**src/rtl/rv_icache_pkg.sv**
```systemverilog
// Shared types and address-split helpers for the direct-mapped instruction cache.
// The helpers take the field widths as arguments so every user slices the same way.
package rv_icache_pkg;

  typedef enum logic {IC_IDLE, IC_REFILL} icache_state_t;

  function automatic logic [31:0] ic_offset(input logic [31:0] addr, input int line_words_bits);
    return (addr >> 2) & ((32'd1 << line_words_bits) - 32'd1);
  endfunction

  function automatic logic [31:0] ic_index(input logic [31:0] addr, input int line_words_bits,
                                           input int sets_bits);
    return (addr >> (line_words_bits + 2)) & ((32'd1 << sets_bits) - 32'd1);
  endfunction

  function automatic logic [31:0] ic_tag(input logic [31:0] addr, input int line_words_bits,
                                         input int sets_bits);
    return addr >> (line_words_bits + sets_bits + 2);
  endfunction

endpackage

```
**src/rtl/rv_icache_ram.sv**
```systemverilog
// Instruction data store: one synchronous read port, one write port.
// Only the read register is reset; array contents are undefined until refilled.
module rv_icache_ram #(
  parameter int WIDTH      = 32,
  parameter int DEPTH_BITS = 6
) (
  input  logic                  i_clk,
  input  logic                  i_reset_n,
  input  logic                  i_rd_en,
  input  logic [DEPTH_BITS-1:0] i_rd_addr,
  output logic [WIDTH-1:0]      o_rd_data,
  input  logic                  i_wr_en,
  input  logic [DEPTH_BITS-1:0] i_wr_addr,
  input  logic [WIDTH-1:0]      i_wr_data
);

  logic [WIDTH-1:0] mem [1 << DEPTH_BITS];

  always_ff @(posedge i_clk) begin
    if (i_wr_en) mem[i_wr_addr] <= i_wr_data;
  end

  // Read data holds between reads so the fetch side sees a stable word.
  always_ff @(posedge i_clk) begin
    if (!i_reset_n)   o_rd_data <= '0;
    else if (i_rd_en) o_rd_data <= mem[i_rd_addr];
  end

endmodule

```
**src/rtl/rv_icache.sv**
```systemverilog
// Direct-mapped read-only instruction cache between fetch and the instruction bus.
// Hits ack combinationally; misses refill the whole line from word 0 before retrying.
module rv_icache
  import rv_icache_pkg::*;
#(
  parameter int IADDR_SPACE_BITS = 16,
  parameter int LINE_WORDS_BITS  = 2,
  parameter int SETS_BITS        = 4
) (
  input  logic                        i_clk,
  input  logic                        i_reset_n,
  input  logic                        i_flush,
  input  logic                        i_cyc,
  input  logic [IADDR_SPACE_BITS-1:0] i_addr,
  output logic                        o_ack,
  output logic [31:0]                 o_instruction,
  output logic                        o_mem_cyc,
  output logic [IADDR_SPACE_BITS-1:0] o_mem_addr,
  input  logic                        i_mem_ack,
  input  logic [31:0]                 i_mem_data,
  output icache_state_t               o_dbg_state
);

  localparam int TAG_BITS = IADDR_SPACE_BITS - SETS_BITS - LINE_WORDS_BITS - 2;
  localparam int SETS     = 1 << SETS_BITS;
  localparam int RAM_BITS = SETS_BITS + LINE_WORDS_BITS;

  // Memory bus handshake: o_mem_cyc/o_mem_addr are held stable until the cycle
  // i_mem_ack is high; that cycle carries i_mem_data and retires the word. One
  // request is outstanding at a time, and addresses advance only after an ack.
  icache_state_t              state;
  logic [SETS-1:0]            valid_q;
  logic [TAG_BITS-1:0]        tag_q [SETS];
  logic [TAG_BITS-1:0]        req_tag, rtag;
  logic [SETS_BITS-1:0]       req_index, rindex;
  logic [LINE_WORDS_BITS-1:0] req_offset, cnt, cnt_next;
  logic                       killed, hit, last_word, refill_ack;

  assign req_tag    = TAG_BITS'(ic_tag(32'(i_addr), LINE_WORDS_BITS, SETS_BITS));
  assign req_index  = SETS_BITS'(ic_index(32'(i_addr), LINE_WORDS_BITS, SETS_BITS));
  assign req_offset = LINE_WORDS_BITS'(ic_offset(32'(i_addr), LINE_WORDS_BITS));

  assign hit        = (state == IC_IDLE) && i_cyc && valid_q[req_index]
                      && (tag_q[req_index] == req_tag);
  assign cnt_next   = cnt + LINE_WORDS_BITS'(1);
  assign last_word  = &cnt;
  assign refill_ack = (state == IC_REFILL) && i_mem_ack;

  assign o_ack       = hit;
  assign o_dbg_state = state;

  always_ff @(posedge i_clk) begin
    if (!i_reset_n) begin
      state      <= IC_IDLE;
      valid_q    <= '0;
      rtag       <= '0;
      rindex     <= '0;
      cnt        <= '0;
      killed     <= 1'b0;
      o_mem_cyc  <= 1'b0;
      o_mem_addr <= '0;
    end else begin
      case (state)
        IC_IDLE: begin
          if (i_cyc && !hit) begin
            state      <= IC_REFILL;
            rtag       <= req_tag;
            rindex     <= req_index;
            cnt        <= '0;
            killed     <= 1'b0;
            o_mem_cyc  <= 1'b1;
            o_mem_addr <= {req_tag, req_index, {LINE_WORDS_BITS{1'b0}}, 2'b00};
          end
        end
        IC_REFILL: begin
          if (i_flush) killed <= 1'b1;
          if (i_mem_ack) begin
            cnt <= cnt_next;
            if (last_word) begin
              state           <= IC_IDLE;
              o_mem_cyc       <= 1'b0;
              valid_q[rindex] <= !killed;
            end else begin
              o_mem_addr <= {rtag, rindex, cnt_next, 2'b00};
            end
          end
        end
        default: state <= IC_IDLE;
      endcase
      // Placed last so a flush overrides a same-cycle line validation.
      if (i_flush) valid_q <= '0;
    end
  end

  always_ff @(posedge i_clk) begin
    if (i_reset_n && refill_ack && last_word) tag_q[rindex] <= rtag;
  end

  rv_icache_ram #(
    .WIDTH     (32),
    .DEPTH_BITS(RAM_BITS)
  ) u_ram (
    .i_clk    (i_clk),
    .i_reset_n(i_reset_n),
    .i_rd_en  (hit),
    .i_rd_addr({req_index, req_offset}),
    .o_rd_data(o_instruction),
    .i_wr_en  (refill_ack),
    .i_wr_addr({rindex, cnt}),
    .i_wr_data(i_mem_data)
  );

endmodule
```
**config.mk**
```make
export PLATFORM = sky130hd
export DESIGN_NAME = rv_icache
export DESIGN_NICKNAME = d
export VERILOG_FILES = /design/src/rtl/rv_icache_pkg.sv /design/src/rtl/rv_icache_ram.sv /design/src/rtl/rv_icache.sv
export SDC_FILE = /design/constraint.sdc
export NUM_CORES = 2
export LEC_CHECK = 0
export CORE_MARGIN = 1.5
export CORE_UTILIZATION = 45
export CTS_BUF_LIST = sky130_fd_sc_hd__clkbuf_8
export CTS_CLUSTER_SIZE = 16
export DETAILED_ROUTE_END_ITERATION = 6
export PLACE_DENSITY_LB_ADDON = 0.25
export SLEW_MARGIN = 20
export SYNTH_ARGS = -nofsm -noshare
export SYNTH_HDL_FRONTEND = slang
export SYNTH_SLANG_ARGS = --single-unit
```
**constraint.sdc**
```tcl
create_clock -name i_clk -period 5.23 [get_ports i_clk]
set_input_delay 1.046 -clock i_clk [delete_from_list [all_inputs] [get_ports i_clk]]
set_output_delay 1.046 -clock i_clk [all_outputs]
set_load 0.01 [all_outputs]
```
==> summary.log <==
[finish] area taken by flip-flops and latches 66900 sq um
[sta] final hold violation count 0
[logic_synthesis] most instantiated flip-flop cell in the synthesis netlist sky130_fd_sc_hd__edfxtp_1
[setup_path] worst r2r path cells 8
[route] Via Count 41900
[clocking] clock latency on the worst-skew pair 1060 ps
[finish] share of cells above drive strength 1 32.4%
[floorplan] placeable core area 191000 sq um
[sta] maximum clock frequency 213 MHz
[sta] final setup skew 52.6 ps
[clocking] number of instances resized during post-cts repair 0
[logic_synthesis] portion of the post-synthesis area used by sequential elements 77.3%
[hold_path] Worst Hold Depth 2
[floorplan] Ports 104
[finish] net count of the finished layout 4206
[sta] Final Cycle Share 89.7%
[setup_path] critical path arrival 3640 ps
[floorplan] Vert. Die Dim 442 um
[route] detailed-route wire length per cell 31.4 um
[place] GP Congestion 0.768
[sta] final-layout setup total negative slack 0 ps
[finish] count of filler cells inserted in the layout 14900
[setup_path] cell type group with the largest total delay on the critical path simple AND/OR/NAND/NOR gates
[logic_synthesis] count of mapped cells out of synthesis 3743
[setup_path] reg-to-reg startpoint tag_q[15][1]$_DFFE_PP_
[setup_path] FF-to-FF setup slack 1870 ps
[finish] area delta synth->final 13.6%
[flow_run] number of violations of the max-capacitance limit 0
[place] number of port buffers 99
[logic_synthesis] Yosys warnings 0
[hold_path] capture endpoint of the worst hold path o_mem_addr[11]$_SDFFE_PN0P_
[clocking] clock tree buffer depth 4
[logic_synthesis] number of synthesized flops with an enable pin 2176
[finish] count of non-filler cells in the finished layout 6934
[floorplan] Die Span X 442 um
[clocking] clock-pin slew on the worst setup and hold paths 60 ps
[setup_path] Critical R2R Capture o_mem_addr[5]$_SDFFE_PN0P_
[global_route] vias in the first global route 42500
[sta] setup-violating endpoint count in the final report 0
[setup_path] buffers plus inverters on the worst setup path 3
[setup_path] startpoint types input pin
[logic_synthesis] Async S/R FF share, synth 0%
[sta] setup repair after global routing missed its margin no
[global_route] global router's overall resource usage 22.2%
[setup_path] longest individual stage delay on the worst path 540 ps
[route] antenna-violating nets left 0
[finish] multi-input logic area 19200 sq um
[route] number of remaining DRC errors 0
[route] total wirelength of the detailed-routed design 217000 um
[global_route] total overflow reported by the global router 0
[power] Power per Cell Area 362 nW/um^2
[power] Peak VDD IR 276 uV
[setup_path] critical path endpoint category primary output
[clocking] count of hold-fix buffers inserted at cts 0
[sta] Worst-Margin Slew 1120 ps
[setup_path] CP max stage cell sky130_fd_sc_hd__nor4_1
[floorplan] effective utilization at floorplan 45.4%
[logic_synthesis] distinct cell type count of the synthesized netlist 57
[clocking] clock tree from TritonCTS built
[clocking] H-tree depth reported by CTS 5
[sta] worst slew slack as a fraction of its limit 25.1%
[route] number of search-and-repair iterations in the first detailed-routing pass 6
[finish] final core utilization 51.6%
[sta] max-slew violation total from the final report 0
[finish] Non-Filler Cell Area, Final 98400 sq um
[logic_synthesis] syn_area_per_cell 23.1 sq um
[clocking] root buf cell sky130_fd_sc_hd__clkbuf_8
[global_route] antenna violations before repair 5
[setup_path] Worst Path Max Fanout 21
[hold_path] start point of the worst min-delay path o_mem_addr[11]$_SDFFE_PN0P_
[clocking] buffer count from post-CTS setup fixing 0
[setup_path] data required time at the worst endpoint 4180 ps
[sta] clock period minus final worst setup slack 4690 ps
[place] cell area reported after detailed placement 91800 sq um
[clocking] Num CTS Buffers 374
[global_route] wire length of the first global-routing pass 310000 um
[outcome] run status finished, final reports clean
[route] First DRT Iteration DRCs 4734
[power] P_leak 30.7 nW
[clocking] number of sinks handled by clock tree synthesis 2255
[floorplan] Row Count 160
[place] number of instances in the placed design 6286
[place] hpwl dp 115000 um
[global_route] pin count of the biggest net entering global routing 102
[setup_path] kind of critical path in -> out
[setup_path] Cell Chain, Critical Path buf_2, buf_4, mux4_2, and3b_1, nor4_1, nand4b_1, nor2_1, buf_12
[logic_synthesis] flop and latch count out of synthesis 2255
[logic_synthesis] combined area of all synthesized cells 86600 sq um
[floorplan] DIE AREA 195000 sq um
[hold_path] worst min-delay path category reg -> reg
[route] routed vias/inst 6.04
## cell families (layout without fill, tap and decap cells)
kind of cell | Yosys count | after routing | synth area share [%]
adders and majority gates | 1 | 1 | 0.0144
and+or+nand+nor | 278 | 278 | 1.57
DFF | 2255 | 2255 | 77.3
AOI/OAI and AO/OA | 245 | 245 | 1.93
other | 1 | 5 | 0.00433
buffers and inverters | 252 | 928 | 1.23
xor gates and xnor gates | 8 | 8 | 0.0809
muxes | 703 | 703 | 17.9
## registers in the layout, indices dropped and copies added, names as in the netlist
register / cells
rtag: 8
rindex: 4
o_mem_addr: 14
tag_q: 128
killed: 1
o_dbg_state: 1
o_mem_cyc: 1
u_ram.mem: 2048
cnt: 2
valid_q: 16
u_ram.o_rd_data: 32
## power breakdown
part           leakage, nW  internal, mW  total, mW  switching (mW)
Sequential            20.2          19.9       20.0          0.0781
Combinational         6.67         0.749       1.82            1.07
Clock                 3.85          7.13       13.9            6.72
## worst max-delay path by stage
stage          startpoint                          to  slack, ps  cells past startpoint
5_1_grt         i_addr[6]                       o_ack        390                      8
2_1_floorplan   i_mem_ack  u_ram.mem[40][0]$_DFFE_PP_          6                      4
4_1_cts         i_addr[6]                       o_ack        500                      8
3_3_place_gp    i_addr[6]                       o_ack        500                      8
6_report        i_addr[6]                       o_ack        540                      8
3_5_place_dp    i_addr[6]                       o_ack        520                      8
## final cells by class
class                      instances  area share, %
sequential                      2255           68.0
multi-input combinational       1237           19.5
clock buffer                     390           5.45
tap                             2511           3.19
timing repair buffer             270           2.66
clock inverter                   254           1.19
inverter                          14         0.0534
antenna                            3        0.00763
## layout by cell type (no fill, tap or decap), drive strengths merged, types with 4 or more instances in the layout
cell type      netlist  layout
a211oi              26      26
nand2b               7       7
nor2                89      89
clkinv               0     102
mux2i               11      11
or3                 18      18
o211ai              13      13
clkbuf             157     390
bufinv               0       6
nor2b                7       7
a31oi               13      13
nand3b               7       7
clkdlybuf4s50        0      61
or2                 10      10
nand3               65      65
a41oi               12      12
nand2               49      49
mux2                17      17
xor2                 5       5
and3b                4       4
dfxtp               79      79
inv                 14     153
edfxtp            2176    2176
o21ai               50      50
a22oi               66      66
clkinvlp             0       7
buf                 81     209
mux4               675     675
a21oi               53      53
## synthesized netlist by cell type (17+ instances only)
cell	n	area [sq um]
sky130_fd_sc_hd__nor2_1	89	334
sky130_fd_sc_hd__nand3_1	65	325
sky130_fd_sc_hd__dfxtp_1	79	1580
sky130_fd_sc_hd__a21oi_1	53	265
sky130_fd_sc_hd__mux4_2	675	15200
sky130_fd_sc_hd__o21ai_0	47	235
sky130_fd_sc_hd__or3_1	18	113
sky130_fd_sc_hd__edfxtp_1	2176	65300
sky130_fd_sc_hd__buf_1	49	184
sky130_fd_sc_hd__a22oi_1	66	495
sky130_fd_sc_hd__clkbuf_1	157	589
sky130_fd_sc_hd__a211oi_1	18	135
sky130_fd_sc_hd__nand2_1	49	184
sky130_fd_sc_hd__mux2_2	17	191
## layer usage
metal / GRT usage, % / wire, um / up-vias
li1: - / - / 16900
met1: 31.6 / 90800 / 22800
met2: 35.1 / 105000 / 1804
met3: 4.03 / 16000 / 360
met4: 6.89 / 5490 / 4
met5: 0 / 27 / -
## stage by stage
step / power [mW] / setup WS, ps / hold WS [ps]
floorplan: 21.4 / 6.47 / 450
global placement: 22.2 / 499 / 449
detailed placement: 22.2 / 516 / 458
CTS: 36.0 / 498 / 454
global route: 36.8 / 388 / 483
finish: 35.6 / 539 / 465
## worst reg2reg max path: stages (launching register included)
cell and delay [ps]:
sky130_fd_sc_hd__edfxtp_1 360, sky130_fd_sc_hd__mux4_2 470, sky130_fd_sc_hd__mux2i_1 300, sky130_fd_sc_hd__mux2_2 390, sky130_fd_sc_hd__o32ai_2 270, sky130_fd_sc_hd__nand4b_1 210
sky130_fd_sc_hd__buf_4 360, sky130_fd_sc_hd__o22ai_2 710, sky130_fd_sc_hd__a211oi_1 170
Note: power is estimated with default switching activity, not from simulation.
